**config.mk**
```make
export PLATFORM = sky130hd
export DESIGN_NAME = cbus_writeback_buffer
export DESIGN_NICKNAME = d
export VERILOG_FILES = /design/src/rtl/cbus_writeback_buffer_pkg.sv /design/src/rtl/cbus_writeback_buffer_line_store.sv /design/src/rtl/cbus_writeback_buffer.sv
export SDC_FILE = /design/constraint.sdc
export NUM_CORES = 1
export LEC_CHECK = 0
export CAP_MARGIN = 40
export CORE_MARGIN = 3
export CORE_UTILIZATION = 30
export CTS_BUF_LIST = sky130_fd_sc_hd__clkbuf_2 sky130_fd_sc_hd__clkbuf_4 sky130_fd_sc_hd__clkbuf_8
export DETAILED_ROUTE_END_ITERATION = 16
export PLACE_DENSITY = 0.63
export SLEW_MARGIN = 20
export SYNTH_ARGS = -nofsm -noshare
export SYNTH_HDL_FRONTEND = slang
export SYNTH_HIERARCHICAL = 1
export SYNTH_SLANG_ARGS = --single-unit
```
**constraint.sdc**
```tcl
create_clock -name clk -period 2.2 [get_ports clk]
set_input_delay 0.66 -clock clk [delete_from_list [all_inputs] [get_ports clk]]
set_output_delay 0.66 -clock clk [all_outputs]
set_load 0.02 [all_outputs]
```
**src/rtl/cbus_writeback_buffer_pkg.sv**
```systemverilog
// Shared cbus typedefs, write-back buffer state encoding and line helpers.
package cbus_writeback_buffer_pkg;

    localparam int WB_LINE_WORDS = 4;

    typedef struct packed {
        logic        valid;
        logic        is_write;
        logic [2:0]  size;
        logic [31:0] addr;
        logic [3:0]  strobe;
        logic [31:0] data;
        logic [3:0]  len;
    } cbus_req_t;

    typedef struct packed {
        logic        ready;
        logic        last;
        logic [31:0] data;
    } cbus_resp_t;

    typedef enum logic [1:0] {IDLE, ABSORB, PASS, DRAIN} wb_state_t;

    // Base byte address of the line containing addr.
    function automatic logic [31:0] line_base(input logic [31:0] addr, input int offset_bits);
        logic [31:0] mask;
        mask = ~((32'd1 << offset_bits) - 32'd1);
        return addr & mask;
    endfunction

endpackage

```
**src/rtl/cbus_writeback_buffer_line_store.sv**
```systemverilog
// Single-line storage for the write-back buffer: word array, line tag, valid.
module wb_line_store #(
    parameter int LINE_WORDS = 4,
    parameter int IDXW       = $clog2(LINE_WORDS)
) (
    input  logic            clk,
    input  logic            resetn,
    input  logic            we,
    input  logic [IDXW-1:0] widx,
    input  logic [31:0]     wdata,
    input  logic [31:0]     wtag,
    input  logic            set_valid,
    input  logic            clr_valid,
    input  logic [IDXW-1:0] ridx,
    output logic [31:0]     rdata,
    output logic            valid,
    output logic [31:0]     tag
);

    logic [LINE_WORDS-1:0][31:0] words;

    // Word and tag capture, one beat per cycle while absorbing.
    always_ff @(posedge clk) begin
        if (!resetn) begin
            words <= '0;
            tag   <= '0;
        end else if (we) begin
            words[widx] <= wdata;
            tag         <= wtag;
        end
    end

    // Line becomes valid on the final absorb beat, invalid once drained.
    always_ff @(posedge clk) begin
        if (!resetn)        valid <= 1'b0;
        else if (set_valid) valid <= 1'b1;
        else if (clr_valid) valid <= 1'b0;
    end

    assign rdata = words[ridx];

endmodule

```
**src/rtl/cbus_writeback_buffer.sv**
```systemverilog
// Single-line write-back buffer between DCache and memory on the cbus path.
// Optional macro WB_FORWARD_EN: reads hitting the buffered line are served
// straight from the buffer instead of forcing a drain first.
module cbus_writeback_buffer
    import cbus_writeback_buffer_pkg::*;
#(
    parameter int LINE_WORDS  = WB_LINE_WORDS,
    parameter int OFFSET_BITS = $clog2(LINE_WORDS) + 2
) (
    input  logic       clk,
    input  logic       resetn,
    input  cbus_req_t  in_req,
    output cbus_resp_t in_resp,
    output cbus_req_t  out_req,
    input  cbus_resp_t out_resp,
    output logic       wb_busy
);

    localparam int              IDXW     = $clog2(LINE_WORDS);
    localparam logic [IDXW-1:0] LAST_IDX = IDXW'(LINE_WORDS - 1);

    wb_state_t       state;
    logic [IDXW-1:0] acnt;      // absorb beat index
    logic [IDXW-1:0] dcnt;      // drain beat index
    logic [IDXW-1:0] ridx;
    logic            buf_valid;
    logic [31:0]     buf_tag;
    logic [31:0]     buf_rdata;
    logic            conflict;
    logic            absorbable;
    logic            drain_done;

    assign conflict   = buf_valid && (line_base(in_req.addr, OFFSET_BITS) == buf_tag);
    assign absorbable = in_req.is_write && (in_req.len == 4'(LINE_WORDS - 1)) && (in_req.strobe == 4'hf);
    assign drain_done = (state == DRAIN) && out_resp.ready && out_resp.last;

`ifdef WB_FORWARD_EN
    logic       fwd;            // current PASS is served from the buffer
    logic [3:0] fcnt;
    logic       fwd_last;
    assign fwd_last = (fcnt == in_req.len);
    // Forwarded beats walk the line starting at the requested word, wrapping.
    assign ridx = (state == DRAIN) ? dcnt : in_req.addr[OFFSET_BITS-1:2] + fcnt[IDXW-1:0];
`else
    assign ridx = dcnt;
`endif

    wb_line_store #(.LINE_WORDS(LINE_WORDS)) u_store (
        .clk       (clk),
        .resetn    (resetn),
        .we        (state == ABSORB),
        .widx      (acnt),
        .wdata     (in_req.data),
        .wtag      (line_base(in_req.addr, OFFSET_BITS)),
        .set_valid ((state == ABSORB) && (acnt == LAST_IDX)),
        .clr_valid (drain_done),
        .ridx      (ridx),
        .rdata     (buf_rdata),
        .valid     (buf_valid),
        .tag       (buf_tag)
    );

    // Control FSM: IDLE arbitrates, every other state runs one transaction to completion.
    always_ff @(posedge clk) begin
        if (!resetn) begin
            state <= IDLE;
            acnt  <= '0;
            dcnt  <= '0;
`ifdef WB_FORWARD_EN
            fwd   <= 1'b0;
            fcnt  <= '0;
`endif
        end else begin
            case (state)
                IDLE: begin
                    if (in_req.valid) begin
                        if (!in_req.is_write) begin
                            if (conflict) begin
`ifdef WB_FORWARD_EN
                                state <= PASS;
                                fwd   <= 1'b1;
                                fcnt  <= '0;
`else
                                state <= DRAIN;
`endif
                            end else begin
                                state <= PASS;
                            end
                        end else if (absorbable) begin
                            state <= buf_valid ? DRAIN : ABSORB;
                        end else begin
                            state <= buf_valid ? DRAIN : PASS;
                        end
                    end else if (buf_valid) begin
                        state <= DRAIN;
                    end
                end
                ABSORB: begin
                    acnt <= acnt + IDXW'(1);
                    if (acnt == LAST_IDX) state <= IDLE;
                end
                PASS: begin
`ifdef WB_FORWARD_EN
                    if (fwd) begin
                        fcnt <= fcnt + 4'd1;
                        if (fwd_last) begin
                            fwd   <= 1'b0;
                            state <= IDLE;
                        end
                    end else if (out_resp.ready && out_resp.last) begin
                        state <= IDLE;
                    end
`else
                    if (out_resp.ready && out_resp.last) state <= IDLE;
`endif
                end
                DRAIN: begin
                    if (out_resp.ready) begin
                        dcnt <= dcnt + IDXW'(1);
                        if (out_resp.last) begin
                            dcnt  <= '0;
                            state <= IDLE;
                        end
                    end
                end
                default: state <= IDLE;
            endcase
        end
    end

    // Bus outputs decoded from state; PASS must be a combinational feed-through.
    always_comb begin
        in_resp = '0;
        out_req = '0;
        case (state)
            ABSORB: begin
                in_resp.ready = 1'b1;
                in_resp.last  = (acnt == LAST_IDX);
            end
            PASS: begin
`ifdef WB_FORWARD_EN
                if (fwd) begin
                    in_resp.ready = 1'b1;
                    in_resp.last  = fwd_last;
                    in_resp.data  = buf_rdata;
                end else begin
                    out_req = in_req;
                    in_resp = out_resp;
                end
`else
                out_req = in_req;
                in_resp = out_resp;
`endif
            end
            DRAIN: begin
                out_req.valid    = 1'b1;
                out_req.is_write = 1'b1;
                out_req.size     = 3'd2;
                out_req.addr     = buf_tag;
                out_req.strobe   = 4'hf;
                out_req.data     = buf_rdata;
                out_req.len      = 4'(LINE_WORDS - 1);
            end
            default: ;
        endcase
    end

    assign wb_busy = buf_valid || (state == DRAIN);

endmodule

```
==> qor.txt <==
commonest non-fill, non-tap cells in the layout: nand2_1 (163), dfxtp_1 (163), mux2i_1 (162), buf_6 (136), clkdlybuf4s50_1 (111)
DIE AREA: 0.0303 mm^2
vias in the first global route: 7262
worst-path fanout max: 6
register share of total power: 29.0%
Via density: 4.68
clock slew at reported path FFs: 0.09 ns
GP Congestion: 0.766
PD cells: 844 mW/mm^2
GR Util met3: 3.34%
multi-input logic area: 0.00486 mm^2
critical path's slowest cell: mux4_2
Clock Skew: 0.0207 ns
crit-path cells: buf_12 > buf_12 > buf_6 > mux4_2 > a22o_1 > buf_6
VDD IR max: 0.378 mV
Final WS setup: -0.515 ns
final net count: 1266
clk_lat worst skew: 0.46 ns
Fmax: 368 MHz
Final Max Slew Viols: 0
number of synthesized register bits: 167
WP data arrival: 2.06 ns
sequential cell area fraction in the yosys report: 39.5%
GRT overflow: 0
Synth Instances: 818
initial antenna violation count: 0
io pins: 225
worst rel slew slack: 62.4%
crit share post-route: 123%
TritonCTS Sinks: 167
CTS Root Cell: clkbuf_8
clock buffer depth: 2
first-pass GRT wire length: 41600 um
status: finished, violations left
CTS tree: done
Initial Utilization: 31.0%
GR peak layer: met2
Routed WL per cell: 17.6 um
Hold Slack: 0.460 ns
cts bufs inserted: 17
IO buf count: 224
htree depth: 4
combinational share of power: 50.8%
Sw Pwr: 3.87 mW
RSZ-0062 raised after global routing: yes
DRT Wirelength: 27100 um
FF+latch area: 0.00336 mm^2
Clk pwr share: 20.2%
Vert. Die Dim: 174 um
final hold vios: 0
Crit Path Class: reg2out
synth warn: 6
Filler cells: 2509
gr usage total: 17.3%
GR Layer Usage met2: 30.1%
sw frac: 34.1%
cell family with most CP delay: multiplexers
DRC Markers: 0
Finish-stage setup viols: 112
failing checks: setup timing
Worst-Margin Slew: 0.564 ns
count of different cell masters after synthesis: 40
Req. time, crit path: 1.54 ns
Post-DP HPWL: 17100 um
Mean Syn Cell Area: 10.3 um^2
Die Span X: 174 um
fin util: 49.2%
MaxCap Viol Count: 0
Area Overhead vs Synth: 58.8%
# rows: 60
CP max stage delay: 0.52 ns
layout cells sized above 1: 33.3%
Final Critical Period: 2.72 ns
largest net degree at the start of global routing: 39
synthesized area: 0.00846 mm^2
Final ANT Viol Nets: 0
Critical Path End Type: output port
leakage: 5.90 nW
hold_buf cts: 0
Min-Delay Path Class: reg2reg
startpoint types: register
Via Count: 7177
Internal: 7.46 mW
DRT Pass-1 Iters: 4
met1 GRT Util: 22.4%
Iter 0 DRT Violations: 325
Buf+Inv Stages, Crit Path: 4
Core Region: 0.0273 mm^2
[synthesized netlist by cell type (all sizes together)]
cell type / count / area share (%)
o21ai: 1 / 0.059
clkbuf: 28 / 1.2
xor2: 11 / 1.1
ha: 6 / 0.89
a2bb2oi: 1 / 0.10
or4b: 1 / 0.12
a21o: 9 / 0.80
a21oi: 4 / 0.24
a311oi: 1 / 0.18
a22o: 64 / 6.6
nand2: 163 / 7.2
mux2i: 162 / 19
a221oi: 1 / 0.18
o21a: 1 / 0.089
nor3b: 2 / 0.30
inv: 6 / 0.30
nand3: 1 / 0.12
a31o: 1 / 0.10
nor4: 6 / 0.44
dfxtp: 167 / 40
nand2b: 2 / 0.15
nor2b: 36 / 2.8
o311ai: 1 / 0.10
nand4: 6 / 0.44
and3: 1 / 0.074
or2: 1 / 0.074
conb: 1 / 0.044
buf: 39 / 3.9
nand3b: 2 / 0.18
and2: 38 / 2.8
mux4: 32 / 8.5
nor2: 4 / 0.18
nor3: 1 / 0.059
xnor2: 18 / 1.9
[per-stage QoR]
stage	setup TNS, ns	area (um^2)	setup WS [ns]	cells	total power [mW]
after CTS	-38.70	13100	-0.616	1519	11.4
after detailed placement	-37.02	11600	-0.407	1438	7.35
final	-31.29	13400	-0.515	1533	11.3
after global routing	-39.53	13400	-0.600	1532	11.8
after global placement	-36.77	11600	-0.427	1438	7.33
after floorplan	0	8470	0.0653	821	5.46
[final timing paths]
kind                                   from                             end  slack, ns  cells past startpoint
max reg2reg           state[0]$_SDFFE_PN0P_           state[0]$_SDFFE_PN0P_       0.02                     10
min reg2reg  u_store/words[75]$_SDFFE_PN0P_  u_store/words[75]$_SDFFE_PN0P_       0.46                      2
min          u_store/words[75]$_SDFFE_PN0P_  u_store/words[75]$_SDFFE_PN0P_       0.46                      2
max                    dcnt[0]$_SDFFE_PN0P_                     out_req[26]      -0.52                      6
[cell type report]
type,instances,share of cell area (%)
tap,372,3.46
multi-input combinational,581,36.2
antenna,1,0.0186
timing repair buffer,374,32.2
clock inverter,15,1.24
sequential,167,25.0
clock buffer,17,1.74
inverter,6,0.205
[layer usage]
layer / routed length (um) / vias up / part of all wire [%]
met5: 0 / - / 0
met4: 218 / 0 / 0.81
met3: 1030 / 16 / 3.8
met2: 13500 / 166 / 50
met1: 12300 / 3455 / 45
li1: - / 3540 / -
[state kept, by name, indices dropped and copies added (netlist names)]
signal and cells:
acnt 2, dcnt 2, state 2, u_store/tag 32, u_store/valid 1, u_store/words 128
[logic make-up after synthesis]
logic type      share of synthesized area, %
flops                                   39.5
xor+xnor                                3.00
other cells                           0.0443
fa+ha+maj                              0.887
compound gates                          8.47
buf+inv                                 5.47
simple gates                            14.9
mux                                     27.7
[worst register-to-register path: stages, from the launching register on]
cell and delay (ns):
dfxtp_4 0.38, buf_6 0.12, ha_4 0.21, buf_12 0.15, clkbuf_16 0.14, buf_4 0.13, a2bb2oi_1 0.15, a311oi_2 0.26
nand2b_1 0.18, nor3b_4 0.24, a221oi_2 0.09
[timing repair]
action	in CTS	in global routing
gates resized for setup	744	48
endpoints found under the hold margin	0	0
gates cloned	14	5
setup endpoints to repair	112	113
pin swaps	50	19
setup buffers	35	16
[power groups by stage]
| stage | logic [mW] | clock network, mW | registers [mW] |
|---|---|---|---|
| 2_1_floorplan | 2.15 | 0 | 3.31 |
| 3_3_place_gp | 3.99 | 0 | 3.34 |
| 3_5_place_dp | 4.00 | 0 | 3.35 |
| 4_1_cts | 5.72 | 2.39 | 3.28 |
| 5_1_grt | 6.05 | 2.49 | 3.31 |
| 6_report | 5.75 | 2.29 | 3.29 |
Power figures use the tool's default switching activity.
